[config.mk]
export PLATFORM = sky130hd
export DESIGN_NAME = s6_multiboot_ctrl
export DESIGN_NICKNAME = d
export VERILOG_FILES = /design/src/rtl/s6_icap_pkg.sv /design/src/rtl/s6_iprog_seq_rom.sv /design/src/rtl/s6_multiboot_ctrl.sv
export SDC_FILE = /design/constraint.sdc
export NUM_CORES = 1
export LEC_CHECK = 0
export ABC_AREA = 0
export ABC_CLOCK_PERIOD_IN_PS = 3900
export BUFFER_PORTS_ARGS = -buffer_cell sky130_fd_sc_hd__buf_2
export CAP_MARGIN = 40
export CORE_MARGIN = 1
export CORE_UTILIZATION = 35
export CTS_BUF_LIST = sky130_fd_sc_hd__clkbuf_2 sky130_fd_sc_hd__clkbuf_4 sky130_fd_sc_hd__clkbuf_8
export DETAILED_ROUTE_END_ITERATION = 7
export GPL_ROUTABILITY_DRIVEN = 0
export SETUP_SLACK_MARGIN = 0.15
export SLEW_MARGIN = 0
export SYNTH_ARGS = -nofsm -noshare
export SYNTH_HDL_FRONTEND = slang
export SYNTH_HIERARCHICAL = 1
export SYNTH_SLANG_ARGS = --single-unit
export TNS_END_PERCENT = 10
[constraint.sdc]
create_clock -name clk -period 3.9 [get_ports clk]
set_input_delay 0.78 -clock clk [delete_from_list [all_inputs] [get_ports clk]]
set_output_delay 0.78 -clock clk [all_outputs]
set_load 0.02 [all_outputs]
[src/rtl/s6_icap_pkg.sv]
// Shared constants for the Spartan-6 ICAP multiboot sequencer: ICAP command
// words, Wishbone register map, FSM encoding and a byte bit-reversal helper.
// Optional build macro: S6_ICAP_BITSWAP_EN (selects bit-reversed ICAP bytes).
package s6_icap_pkg;

    // Word index width; wide enough for 13 + 8 words without wrapping.
    localparam int IDX_W        = 5;
    localparam int SEQ_LEN_BASE = 13;

    // ICAP configuration words
    localparam logic [15:0] W_DUMMY    = 16'hFFFF;
    localparam logic [15:0] W_SYNC0    = 16'hAA99;
    localparam logic [15:0] W_SYNC1    = 16'h5566;
    localparam logic [15:0] W_HDR_GEN1 = 16'h3261;
    localparam logic [15:0] W_HDR_GEN2 = 16'h3281;
    localparam logic [15:0] W_HDR_GEN3 = 16'h32A1;
    localparam logic [15:0] W_HDR_GEN4 = 16'h32C1;
    localparam logic [15:0] W_HDR_CMD  = 16'h30A1;
    localparam logic [15:0] W_IPROG    = 16'h000E;
    localparam logic [15:0] W_NOOP     = 16'h2000;

    // Wishbone register addresses
    localparam logic [1:0] ADR_MB     = 2'd0;
    localparam logic [1:0] ADR_GOLD   = 2'd1;
    localparam logic [1:0] ADR_CTRL   = 2'd2;
    localparam logic [1:0] ADR_STATUS = 2'd3;

    typedef enum logic [1:0] {
        ST_IDLE = 2'd0,
        ST_RUN  = 2'd1,
        ST_DONE = 2'd2
    } state_t;

    // Reverse bit order inside each byte (bit0<->bit7) of a 16-bit word.
    function automatic logic [15:0] byte_bitswap(input logic [15:0] w);
        logic [15:0] r;
        r = 16'h0000;
        for (int b = 0; b < 8; b++) begin
            r[b]     = w[7 - b];
            r[8 + b] = w[15 - b];
        end
        return r;
    endfunction

endpackage

[src/rtl/s6_iprog_seq_rom.sv]
// Combinational IPROG command table: maps a word index plus the snapshotted
// multiboot/golden addresses to the 16-bit ICAP word for that position.
module s6_iprog_seq_rom
    import s6_icap_pkg::*;
#(
    parameter logic [7:0] SPI_RD_OP = 8'h03
) (
    input  logic [IDX_W-1:0] idx,
    input  logic [23:0]      mb_addr,
    input  logic [23:0]      gold_addr,
    output logic [15:0]      word
);

    // Table lookup; every index past IPROG is a trailing NOOP.
    always_comb begin
        word = W_NOOP;
        case (idx)
            5'd0:    word = W_DUMMY;
            5'd1:    word = W_SYNC0;
            5'd2:    word = W_SYNC1;
            5'd3:    word = W_HDR_GEN1;
            5'd4:    word = mb_addr[15:0];
            5'd5:    word = W_HDR_GEN2;
            5'd6:    word = {SPI_RD_OP, mb_addr[23:16]};
            5'd7:    word = W_HDR_GEN3;
            5'd8:    word = gold_addr[15:0];
            5'd9:    word = W_HDR_GEN4;
            5'd10:   word = {SPI_RD_OP, gold_addr[23:16]};
            5'd11:   word = W_HDR_CMD;
            5'd12:   word = W_IPROG;
            default: word = W_NOOP;
        endcase
    end

endmodule

[src/rtl/s6_multiboot_ctrl.sv]
// Wishbone-controlled Spartan-6 multiboot sequencer. A GO write snapshots the
// multiboot/golden addresses and streams the IPROG sequence into the ICAP
// write port, stalling on ICAP BUSY.
// Optional build macro: S6_ICAP_BITSWAP_EN bit-reverses each ICAP byte.
module s6_multiboot_ctrl
    import s6_icap_pkg::*;
#(
    parameter int         NUM_NOOP  = 2,
    parameter logic [7:0] SPI_RD_OP = 8'h03
) (
    input  logic        clk,
    input  logic        reset,
    input  logic        cyc_i,
    input  logic        stb_i,
    input  logic        we_i,
    input  logic [1:0]  adr_i,
    input  logic [31:0] dat_i,
    output logic [31:0] dat_o,
    output logic        ack_o,
    input  logic        icap_busy,
    output logic        icap_ce_n,
    output logic        icap_write_n,
    output logic [15:0] icap_din
);

    localparam logic [IDX_W-1:0] LAST_IDX = IDX_W'(SEQ_LEN_BASE + NUM_NOOP - 1);

    state_t            state_r, state_s;
    logic [IDX_W-1:0]  idx_r, idx_s;
    logic              ack_r, go_r, done_r;
    logic [31:0]       dat_r, rd_s;
    logic [23:0]       mb_r, gold_r, mb_shd_r, gold_shd_r;
    logic              ce_n_r, write_n_r;
    logic [15:0]       din_r, word_s, word_out_s;
    logic              acc_s, wr_s, go_wr_s, busy_s;
    logic              unused_s;

    assign unused_s = ^dat_i[31:24];

    // Word for the index about to be presented
    s6_iprog_seq_rom #(.SPI_RD_OP(SPI_RD_OP)) u_rom (
        .idx       (idx_s),
        .mb_addr   (mb_shd_r),
        .gold_addr (gold_shd_r),
        .word      (word_s)
    );

    // Bus decode: a new access is one not yet acknowledged
    always_comb begin
        busy_s  = (state_r != ST_IDLE);
        acc_s   = cyc_i & stb_i & ~ack_r;
        wr_s    = acc_s & we_i;
        go_wr_s = wr_s & (adr_i == ADR_CTRL) & dat_i[0] & ~busy_s & ~go_r;
    end

    // Read data multiplexer
    always_comb begin
        rd_s = 32'h0000_0000;
        case (adr_i)
            ADR_MB:     rd_s = {8'h00, mb_r};
            ADR_GOLD:   rd_s = {8'h00, gold_r};
            ADR_CTRL:   rd_s = 32'h0000_0000;
            ADR_STATUS: rd_s = {24'h00_0000, idx_r[3:0], 2'b00, done_r, busy_s};
            default:    rd_s = 32'h0000_0000;
        endcase
    end

    // Single-cycle Wishbone acknowledge and registered read data
    always_ff @(posedge clk) begin
        if (!reset) begin
            ack_r <= 1'b0;
            dat_r <= 32'h0000_0000;
        end else begin
            ack_r <= acc_s;
            dat_r <= (acc_s & ~we_i) ? rd_s : 32'h0000_0000;
        end
    end

    // Live address registers, writable at any time
    always_ff @(posedge clk) begin
        if (!reset) begin
            mb_r   <= 24'h00_0000;
            gold_r <= 24'h00_0000;
        end else begin
            if (wr_s && adr_i == ADR_MB)   mb_r   <= dat_i[23:0];
            if (wr_s && adr_i == ADR_GOLD) gold_r <= dat_i[23:0];
        end
    end

    // GO request, address snapshot and sticky done flag
    always_ff @(posedge clk) begin
        if (!reset) begin
            go_r       <= 1'b0;
            done_r     <= 1'b0;
            mb_shd_r   <= 24'h00_0000;
            gold_shd_r <= 24'h00_0000;
        end else begin
            go_r <= go_wr_s;
            if (go_wr_s) begin
                done_r     <= 1'b0;
                mb_shd_r   <= mb_r;
                gold_shd_r <= gold_r;
            end else if (state_r == ST_RUN && state_s == ST_DONE) begin
                done_r <= 1'b1;
            end
        end
    end

    // Next state and word index; BUSY freezes the index on the current word
    always_comb begin
        state_s = state_r;
        idx_s   = idx_r;
        case (state_r)
            ST_IDLE: begin
                idx_s = 5'd0;
                if (go_r) begin
                    state_s = ST_RUN;
                end else begin
                    state_s = ST_IDLE;
                end
            end
            ST_RUN: begin
                if (icap_busy) begin
                    idx_s = idx_r;
                end else if (idx_r == LAST_IDX) begin
                    state_s = ST_DONE;
                    idx_s   = 5'd0;
                end else begin
                    idx_s = idx_r + 5'd1;
                end
            end
            ST_DONE: begin
                state_s = ST_IDLE;
                idx_s   = 5'd0;
            end
            default: begin
                state_s = ST_IDLE;
                idx_s   = 5'd0;
            end
        endcase
    end

    // Optional per-byte bit reversal ahead of the output register
    always_comb begin
`ifdef S6_ICAP_BITSWAP_EN
        word_out_s = byte_bitswap(word_s);
`else
        word_out_s = word_s;
`endif
    end

    // State register
    always_ff @(posedge clk) begin
        if (!reset) begin
            state_r <= ST_IDLE;
            idx_r   <= 5'd0;
        end else begin
            state_r <= state_s;
            idx_r   <= idx_s;
        end
    end

    // Registered ICAP port, aligned with the state/index just loaded
    always_ff @(posedge clk) begin
        if (!reset) begin
            ce_n_r    <= 1'b1;
            write_n_r <= 1'b1;
            din_r     <= 16'hFFFF;
        end else if (state_s == ST_RUN) begin
            ce_n_r    <= 1'b0;
            write_n_r <= 1'b0;
            din_r     <= word_out_s;
        end else begin
            ce_n_r    <= 1'b1;
            write_n_r <= 1'b1;
            din_r     <= 16'hFFFF;
        end
    end

    assign ack_o        = ack_r;
    assign dat_o        = dat_r;
    assign icap_ce_n    = ce_n_r;
    assign icap_write_n = write_n_r;
    assign icap_din     = din_r;

endmodule

==> summary.txt, run 1 <==
Run status
  – Run status: finished clean

Clocking
  – Post_cts resized: 0
  – Clock root buffer: clkbuf_8
  – H-Tree Depth: 4
  – CTS Hold Bufs: 0
  – Setup Buffers After CTS: 0
  – Longest Clk Path Bufs: 2
  – Clk sink count: 147
  – Clk slew on worst S/H paths: 0.08 ns
  – Total CTS buffers: 17
  – Skew-Pair Late Insertion Delay: 0.44 ns
  – CTS tree: built

Placement
  – Dpl ws: 0.483 ns
  – Port Buffer Count: 74
  – Placed Area: 6550 sq um
  – DP HPWL: 9640 microns

Final layout
  – Fraction of layout cells with a size suffix above 1: 0.202
  – Commonest cells after routing, fill and taps aside: dfxtp_1 (147), nand2_1 (134), mux2i_1 (122)
  – Area Growth Syn to Fin: 15.3%
  – Final Cell Area: 6980 sq um
  – Most common cell after layout, fill and taps aside: dfxtp_1
  – Post-layout nets: 738
  – N_diodes: 0

Power
  – Sequential power share: 0.524
  – Pwr Density: 413 nW/um^2
  – Power, Total: 2.88 mW
  – Clock power share: 0.438
  – Gate power share: 0.038
  – Cell Int Power: 2.23 mW
  – Static leakage: 2.91 nW
  – Net Switching: 653 uW
  – Sw Share: 0.227
  – VDD IR max: 0.239 mV

Synthesis
  – EDFF count, synth: 0
  – Post-Synthesis Cells: 637
  – Main flop type after synthesis: dfxtp_1
  – Yosys warns: 6
  – Synthesized area per cell: 9.50 sq um
  – Cell variety after synth: 48
  – Synthesized area: 6050 sq um
  – Post-synthesis register bit count: 147
  – Asr flop ratio synth: 0
  – Seq/Total Area, Yosys: 0.486

Drt
  – Drt initial violations: 310
  – Wire length per cell: 15.2 microns
  – Post-route ant nets: 0
  – Post-Route WL: 14200 microns
  – Post-route DRC: 0
  – Via count: 4519
  – DRT Pass-1 Iters: 5
  – Vias/cell: 4.86

Worst setup path
  – Worst setup EP type: flip-flop
  – Max FO, Critical Path: 15
  – Reg-to-Reg End: icap_din[6]$_SDFF_PN1_
  – Critical path class: reg2reg
  – Reg2reg setup slack: 0.74 ns
  – Required time of the critical path: 4.23 ns
  – CP Data Arrival Time: 3.49 ns
  – Worst R2R Path Depth: 10
  – R2r startpoint: idx_r[0]$_SDFF_PN0_
  – Crit start category: flip-flop

Min path
  – Worst Hold Endpoint: mb_shd_r[18]$_SDFFE_PN0P_
  – Hold Crit Class: reg2reg
  – Hold path cells: 2
  – HP Start: mb_shd_r[18]$_SDFFE_PN0P_

STA
  – Fin crit period: 3.16 ns
  – F_max: 0.317 GHz
  – Setup ws final: 0.743 ns
  – Min Hold Slack: 0.466 ns
  – Endpoints failing hold: 0
  – Worst Skew: 0.00908 ns
  – Unrepaired setup endpoints after global routing: no
  – Endpoints failing setup: 0
  – Setup TNS: 0 ns
  – Final Max Slew Viols: 0
  – Fin crit share: 0.810
  – Relative slew slack: 0.446
  – Worst Tran Pin Value: 0.831 ns

Floorplanning
  – Die Wd: 133 microns
  – Placement Rows: 47
  – Die ar.: 17800 sq um
  – I/O pin count: 91
  – Initial core utilization: 0.361
  – Chip height: 133 microns
  – Floorplan Core Area: 16800 sq um

Global routing
  – All-Layer GR Usage: 0.166
  – Vias in the first global route: 4499
  – Global route overflow: 0
  – Global-route wire length before repair: 23000 microns
  – Initial antenna violation count: 0
  – Largest net degree at the start of global routing: 76

Job
  – Max Cap Viol: 0
cell type report:
cell class                      count  area [sq um]
Fill cell                        1683          9780
Timing Repair Buffer               87           478
Tap cell                          220           275
Inverter                           12          45.0
Sequential cell                   147          2940
Clock buffer                       20           275
Clock inverter                     12           154
Multi-Input combinational cell    431          2810
synth_stat cells, types with 2 or more instances:
| master | count | area, sq um |
|---|---|---|
| dfxtp_1 | 147 | 2940 |
| nand2_1 | 134 | 503 |
| mux2i_1 | 122 | 1220 |
| nor2_1 | 47 | 176 |
| clkbuf_1 | 23 | 86.3 |
| o21ai_0 | 17 | 85.1 |
| or2_2 | 17 | 106 |
| buf_4 | 11 | 82.6 |
| inv_1 | 11 | 41.3 |
| buf_2 | 10 | 50.1 |
| nor2b_1 | 8 | 50.1 |
| a221o_1 | 6 | 60.1 |
| buf_6 | 6 | 67.6 |
| a21oi_1 | 5 | 25.0 |
| a22oi_1 | 5 | 37.5 |
| a2bb2oi_1 | 5 | 43.8 |
| a32oi_1 | 5 | 43.8 |
| nor4_1 | 5 | 31.3 |
| and3_1 | 4 | 25.0 |
| buf_1 | 4 | 15.0 |
| o211ai_1 | 4 | 30.0 |
| nand2b_1 | 3 | 18.8 |
| nand3_1 | 3 | 15.0 |
| nand4b_1 | 3 | 26.3 |
| xor2_1 | 3 | 26.3 |
| a211oi_1 | 2 | 15.0 |
| a32o_1 | 2 | 20.0 |
| and2_1 | 2 | 12.5 |
| ha_1 | 2 | 25.0 |
| nor3_1 | 2 | 10.0 |
| or4_1 | 2 | 15.0 |
flip-flops by register name, indices dropped and copies added, names as in the netlist:
name	cells
state_r	2
gold_r	24
mb_r	24
idx_r	5
icap_din	16
icap_write_n	1
dat_o	24
mb_shd_r	24
go_r	1
gold_shd_r	24
done_r	1
ack_o	1
per-stage QoR:
step	utilization	std cells
global placement	0.390	896
finish	0.416	929
detailed placement	0.391	897
CTS	0.416	929
floorplan	-	644
global route	0.416	929
logic make-up (layout without fill, tap and decap cells):
group | after synthesis | after routing | synth area share
AOI/OAI and AO/OA | 56 | 56 | 0.0666
xor gates and xnor gates | 4 | 4 | 0.00579
adders and majority gates | 2 | 2 | 0.00413
buffers and inverters | 66 | 131 | 0.0573
DFF | 147 | 147 | 0.486
muxes | 122 | 122 | 0.202
other | 1 | 8 | 0.000620
and+or+nand+nor | 239 | 239 | 0.178
power by group through the flow:
stage	registers (mW)	logic, mW	clock network [mW]
finish	1.51	0.108	1.26
global route	1.51	0.118	1.37
CTS	1.51	0.109	1.30
detailed placement	1.55	0.109	0
global placement	1.54	0.106	0
floorplan	1.55	0.0775	0
how the worst max path moves through the flow:
stage,from,to,slack (ns),depth (start not counted)
2_1_floorplan,icap_busy,icap_din[6]$_SDFF_PN1_,1.16,9
3_5_place_dp,icap_busy,icap_din[6]$_SDFF_PN1_,0.48,9
4_1_cts,idx_r[0]$_SDFF_PN0_,icap_din[6]$_SDFF_PN1_,0.77,10
6_report,idx_r[0]$_SDFF_PN0_,icap_din[6]$_SDFF_PN1_,0.74,10
5_1_grt,idx_r[0]$_SDFF_PN0_,icap_din[6]$_SDFF_PN1_,0.60,10
3_3_place_gp,icap_busy,icap_din[6]$_SDFF_PN1_,0.54,10
layer usage:
metal,global-route usage,routed length [microns],part of all wire,up-vias
met5,0,0,0,-
met4,0.0625,262,0.019,0
met2,0.265,6600,0.47,129
met3,0.0365,578,0.041,20
met1,0.218,6720,0.47,2112
li1,-,-,-,2258
critical path, cell delays in order (launching register included):
cell      delay, ns
dfxtp_1        0.43
inv_1          0.07
ha_1           0.21
nand4b_1       0.20
o21ai_0        0.24
nor2_1         0.58
buf_4          0.32
nor2_1         0.07
a221o_1        0.35
a221o_1        0.29
or2_2          0.30
(Power assumes the default switching activity.)
==> inputs of run 2 (changes only) <==
Settings changed: ABC_CLOCK_PERIOD_IN_PS 3900 to 3100.
Clock period 3.9 ns to 3.1 ns, I/O delays scaled along.
==> run 2 against run 1 <==
Register-to-register slack worse by 0.34 ns. Non-clock buffer count rose by 10. Total power is 28% higher. Final area increased by 1.4%. Via count decreased by 0.35%. Clock power increased by 30%. Hold slack worse by 0.047 ns. Global-route usage about the same. First-iteration DRC count increased by 0.32%. Flip-flop and latch count unchanged. Setup slack got worse by 0.34 ns. Critical path type unchanged.
==> summary.txt, run 2 (synthesis gave the netlist of run 1 again) <==
Clocking
  – CTS Hold Bufs: 0 (unchanged)
  – Clk slew on worst S/H paths: 0.09 ns (was 0.08 ns)
  – Clock root buffer: clkbuf_8 (unchanged)
  – H-Tree Depth: 4 (unchanged)
  – CTS tree: built (unchanged)
  – Clk sink count: 147 (unchanged)
  – Skew-Pair Late Insertion Delay: 0.46 ns (was 0.44 ns)
  – Longest Clk Path Bufs: 2 (unchanged)
  – Total CTS buffers: 17 (unchanged)

Final layout
  – Area Growth Syn to Fin: 17.0% (was 15.3%)
  – Fraction of layout cells with a size suffix above 1: 0.213 (was 0.202)
  – Most common cell after layout, fill and taps aside: dfxtp_1 (unchanged)
  – N_diodes: 0 (unchanged)
  – Post-layout nets: 748 (was 738)
  – Commonest cells after routing, fill and taps aside: dfxtp_1 (147), nand2_1 (134), mux2i_1 (122) (unchanged)
  – Fill cells: 1660 (was 1683)

Drt
  – Vias/cell: 4.80 (was 4.86)
  – Wire length per cell: 15.1 microns (was 15.2 microns)
  – Post-Route WL: 14200 microns (about the same)
  – Drt initial violations: 311 (was 310)
  – Post-route ant nets: 0 (unchanged)
  – Via count: 4503 (was 4519)
  – Post-route DRC: 0 (unchanged)
  – DRT Pass-1 Iters: 4 (was 5)

Power
  – Power, Total: 3.67 mW (was 2.88 mW)
  – Static leakage: 2.96 nW (was 2.91 nW)
  – Pwr Density: 519 nW/um^2 (was 413 nW/um^2)
  – VDD IR max: 0.264 mV (was 0.239 mV)

STA
  – F_max: 0.370 GHz (was 0.317 GHz)
  – Endpoints failing hold: 0 (unchanged)
  – Endpoints failing setup: 0 (unchanged)
  – Final Max Slew Viols: 0 (unchanged)
  – Fin crit share: 0.871 (was 0.810)
  – Fin crit period: 2.70 ns (was 3.16 ns)
  – Worst Tran Pin Value: 0.832 ns (was 0.831 ns)
  – Setup ws final: 0.401 ns (was 0.743 ns)
  – Relative slew slack: 0.445 (was 0.446)
  – Setup TNS: 0 ns (unchanged)
  – Unrepaired setup endpoints after global routing: no (unchanged)
  – Worst Skew: 0.00841 ns (was 0.00908 ns)

Floorplanning
  – Chip height: 133 microns (unchanged)
  – Die Wd: 133 microns (unchanged)
  – I/O pin count: 91 (unchanged)
  – Placement Rows: 47 (unchanged)
  – Floorplan Core Area: 16800 sq um (unchanged)
  – Die ar.: 17800 sq um (unchanged)
  – Initial core utilization: 0.361 (unchanged)

Job
  – Max Cap Viol: 0 (unchanged)

Worst setup path
  – Reg2reg setup slack: 0.40 ns (was 0.74 ns)
  – R2r startpoint: idx_r[0]$_SDFF_PN0_ (unchanged)
  – Worst R2R Path Depth: 10 (unchanged)
  – Max FO, Critical Path: 24 (was 15)
  – Crit start category: flip-flop (unchanged)
  – Critical path class: reg2reg (unchanged)
  – Reg-to-Reg End: icap_din[6]$_SDFF_PN1_ (unchanged)
  – CP Data Arrival Time: 3.05 ns (was 3.49 ns)
  – Required time of the critical path: 3.45 ns (was 4.23 ns)
  – Worst setup EP type: flip-flop (unchanged)

Min path
  – HP Start: dat_i[22] (was mb_shd_r[18]$_SDFFE_PN0P_)
  – Worst Hold Endpoint: gold_r[22]$_SDFFE_PN0P_ (was mb_shd_r[18]$_SDFFE_PN0P_)
  – Hold Crit Class: in2reg (was reg2reg)
  – Hold path cells: 3 (was 2)

Global routing
  – Global-route wire length before repair: 22700 microns (was 23000 microns)
  – Vias in the first global route: 4495 (was 4499)
  – Global route overflow: 0 (unchanged)
  – Largest net degree at the start of global routing: 76 (unchanged)
  – Initial antenna violation count: 0 (unchanged)
  – All-Layer GR Usage: 0.165 (was 0.166)

Placement
  – Dpl ws: 0.173 ns (was 0.483 ns)
  – DP HPWL: 9700 microns (was 9640 microns)
  – Port Buffer Count: 74 (unchanged)

Run status
  – Run status: finished clean (unchanged)
==> run 2: per-stage QoR <==
step	area, sq um	hold WS (ns)	cells	utilization
4_1_cts	7080	0.388	939	0.422
2_1_floorplan	6080	0.433	644	-
3_3_place_gp	6620	0.448	906	0.395
3_5_place_dp	6640	0.456	907	0.396
5_1_grt	7080	0.394	939	0.422
6_report	7080	0.419	939	0.422
==> run 2: where the power goes <==
| part | total (mW) | switching, mW | internal [mW] |
|---|---|---|---|
| clock network | 1.64 | 0.756 | 0.883 |
| logic | 0.136 | 0.0885 | 0.0480 |
| registers | 1.90 | 0.00431 | 1.89 |
==> run 2: metal layers <==
metal | vias to the layer above | wire length (microns) | share of wire | GRT usage
met3 | 16 | 606 | 0.043 | 0.0403
met2 | 94 | 6600 | 0.47 | 0.264
met5 | - | 0 | 0 | 0
met1 | 2110 | 6710 | 0.47 | 0.211
met4 | 0 | 237 | 0.017 | 0.0739
li1 | 2283 | - | - | -
==> run 2: area by class of cell <==
type | instances | area, sq um | area share
multi-input combinational | 431 | 2810 | 0.397
clock inverter | 15 | 208 | 0.0293
tap | 220 | 275 | 0.0389
inverter | 12 | 45.0 | 0.00636
clock buffer | 17 | 234 | 0.0331
sequential | 147 | 2940 | 0.416
timing repair buffer | 97 | 566 | 0.0799
==> run 2: critical path, cell delays in order (launching register included) <==
cell	delay [ns]
dfxtp_1	0.44
inv_1	0.07
ha_1	0.20
nand4b_1	0.11
o21ai_1	0.14
nor2_1	0.43
buf_12	0.22
o21ai_0	0.10
a221o_1	0.30
a221o_1	0.28
or2_2	0.29
==> run 2: what timing repair did <==
item,4_1_cts,5_1_grt
gates resized for setup,0,1
setup endpoints to repair,0,9
buffers inserted,0,0
==> run 2: how the worst max path moves through the flow <==
stage / depth (start not counted) / endpoint / from
6_report: 10 / icap_din[6]$_SDFF_PN1_ / idx_r[0]$_SDFF_PN0_
5_1_grt: 10 / icap_din[0]$_SDFF_PN1_ / idx_r[0]$_SDFF_PN0_
3_5_place_dp: 10 / icap_din[6]$_SDFF_PN1_ / icap_busy
2_1_floorplan: 9 / icap_din[6]$_SDFF_PN1_ / icap_busy
4_1_cts: 10 / icap_din[15]$_SDFF_PN1_ / idx_r[0]$_SDFF_PN0_
3_3_place_gp: 10 / icap_din[6]$_SDFF_PN1_ / icap_busy
==> inputs of run 3 (changes only) <==
Settings changed: ABC_CLOCK_PERIOD_IN_PS 3100 to unset, CAP_MARGIN 40 to unset, CORE_UTILIZATION 35 to 39.
==> run 3 against run 2 <==
Routed wire length decreased by 3.1%. Register-to-register slack got worse by 0.05 ns. Sequential share of layout area is 0.33 points higher. Clock-buffer cell count rose by 7. Clock skew is 0.0055 ns higher. First-iteration DRC count decreased by 21%. Flip-flop and latch count unchanged. Final area is 0.78% lower. Cell count is 4.0% lower. Hold slack better by 0.019 ns. Critical path type unchanged.
==> summary.txt, run 3 (synthesis gave the netlist of run 1 again) <==
Clocking
  – Setup Buffers After CTS: 0 (unchanged)
  – H-Tree Depth: 4 (unchanged)
  – Total CTS buffers: 17 (unchanged)
  – Longest Clk Path Bufs: 2 (unchanged)
  – Skew-Pair Late Insertion Delay: 0.45 ns (was 0.46 ns)
  – Clk sink count: 147 (unchanged)
  – Clock root buffer: clkbuf_8 (unchanged)
  – CTS Hold Bufs: 0 (unchanged)
  – Clk slew on worst S/H paths: 0.08 ns (was 0.09 ns)
  – CTS tree: built (unchanged)

Worst setup path
  – Crit start category: flip-flop (unchanged)
  – CP Data Arrival Time: 3.08 ns (was 3.05 ns)
  – Critical path class: reg2reg (unchanged)
  – Required time of the critical path: 3.43 ns (was 3.45 ns)
  – Max FO, Critical Path: 23 (was 24)
  – Worst setup EP type: flip-flop (unchanged)
  – Worst R2R Path Depth: 10 (unchanged)

Global routing
  – Global-route wire length before repair: 22500 microns (was 22700 microns)
  – Vias in the first global route: 4559 (was 4495)
  – Largest net degree at the start of global routing: 89 (was 76)
  – Global route overflow: 0 (unchanged)
  – Initial antenna violation count: 0 (unchanged)
  – All-Layer GR Usage: 0.181 (was 0.165)

Min path
  – Hold path cells: 3 (unchanged)
  – Hold Crit Class: in2reg (unchanged)

Drt
  – Drt initial violations: 246 (was 311)
  – Post-Route WL: 13700 microns (was 14200 microns)
  – Via count: 4501 (was 4503)
  – Post-route DRC: 0 (unchanged)
  – DRT Pass-1 Iters: 5 (was 4)
  – Wire length per cell: 15.2 microns (was 15.1 microns)
  – Vias/cell: 5.00 (was 4.80)
  – Post-route ant nets: 0 (unchanged)

Final layout
  – Commonest cells after routing, fill and taps aside: dfxtp_1 (147), nand2_1 (134), mux2i_1 (122) (unchanged)
  – N_diodes: 0 (unchanged)
  – Area Growth Syn to Fin: 16.1% (was 17.0%)
  – Most common cell after layout, fill and taps aside: dfxtp_1 (unchanged)
  – Post-layout nets: 742 (was 748)
  – Finished Layout Cells: 901 (was 939)
  – Fraction of layout cells with a size suffix above 1: 0.208 (was 0.213)

Run status
  – Run status: finished clean (unchanged)

STA
  – Fin crit share: 0.887 (was 0.871)
  – Setup TNS: 0 ns (unchanged)
  – Final Max Slew Viols: 0 (unchanged)
  – Endpoints failing setup: 0 (unchanged)
  – Fin crit period: 2.75 ns (was 2.70 ns)
  – Relative slew slack: 0.375 (was 0.445)
  – Unrepaired setup endpoints after global routing: no (unchanged)
  – F_max: 0.364 GHz (was 0.370 GHz)
  – Worst Skew: 0.0139 ns (was 0.00841 ns)
  – Endpoints failing hold: 0 (unchanged)
  – Setup ws final: 0.351 ns (was 0.401 ns)
  – Worst Tran Pin Value: 0.937 ns (was 0.832 ns)

Placement
  – Cells after DPL: 869 (was 907)
  – DP HPWL: 9230 microns (was 9700 microns)
  – Dpl ws: 0.151 ns (was 0.173 ns)
  – Port Buffer Count: 74 (unchanged)

Floorplanning
  – I/O pin count: 91 (unchanged)
  – Floorplan Core Area: 15100 sq um (was 16800 sq um)
  – Chip height: 127 microns (was 133 microns)
  – Initial core utilization: 0.400 (was 0.361)
  – Placement Rows: 45 (was 47)
  – Die ar.: 16000 sq um (was 17800 sq um)
  – Die Wd: 127 microns (was 133 microns)

Power
  – Static leakage: 2.96 nW (about the same)
  – VDD IR max: 0.227 mV (was 0.264 mV)
  – Pwr Density: 531 nW/um^2 (was 519 nW/um^2)

Job
  – Max Cap Viol: 0 (unchanged)
[run 3: changes by cell type in the layout (fill, tap and decap cells not counted), sizes merged]
cell / before / now
buf: 97 / 91
clkbuf: 17 / 24
inv: 14 / 12
clkinv: 5 / 3
clkinvlp: 4 / 1
[run 3: path summary, 6_finish.rpt]
path	from	endpoint	slack (ns)
setup / recovery	idx_r[1]$_SDFF_PN0_	icap_din[5]$_SDFF_PN1_	0.35
hold / removal	dat_i[20]	mb_r[20]$_SDFFE_PN0P_	0.44
setup reg to reg	idx_r[1]$_SDFF_PN0_	icap_din[5]$_SDFF_PN1_	0.35
hold reg to reg	gold_shd_r[2]$_SDFFE_PN0P_	gold_shd_r[2]$_SDFFE_PN0P_	0.46
[run 3: through the flow]
stage | util | total power [mW] | instance area (sq um) | hold WS, ns
detailed placement | 0.433 | 2.08 | 6560 | 0.456
global route | 0.464 | 3.86 | 7020 | 0.419
floorplan | - | 2.04 | 6080 | 0.433
global placement | 0.433 | 2.08 | 6560 | 0.453
finish | 0.464 | 3.73 | 7020 | 0.439
CTS | 0.464 | 3.78 | 7020 | 0.402
[run 3: area by class of cell]
class | instances | area [sq um]
multi-input cells | 431 | 2810
clock inverters | 8 | 146
repair buffers | 91 | 526
fillers | 1431 | 8120
well taps | 188 | 235
inverters | 12 | 45.0
flip-flops and latches | 147 | 2940
clock buffers | 24 | 318
[run 3: repair_timing]
item / 4_1_cts / 5_1_grt
hold endpoints to repair: 0 / 0
endpoints found under the setup margin: 0 / 10
gates resized for setup: 0 / 1
[run 3: where the power goes]
group          leakage (nW)  internal (mW)  switching [mW]  total (mW)
registers              1.19           1.90         0.00416        1.90
logic                  1.54         0.0483          0.0875       0.136
clock network         0.236           1.00           0.691        1.69
[run 3: layer usage]
metal / routed length [microns] / vias up / track usage
li1: - / 2265 / -
met1: 6450 / 2101 / 0.224
met2: 6360 / 116 / 0.294
met3: 621 / 19 / 0.0485
met4: 277 / 0 / 0.0872
met5: 0 / - / 0
[run 3: worst max-delay path, cell delays in order, from the launching register on]
cell and delay (ns):
dfxtp_1 0.41, ha_1 0.18, nand4b_1 0.12, o21ai_0 0.49
nor2_1 0.17, buf_12 0.19, nor2b_1 0.15, and3_1 0.23
a22oi_1 0.26, o211ai_1 0.12, or2_2 0.30
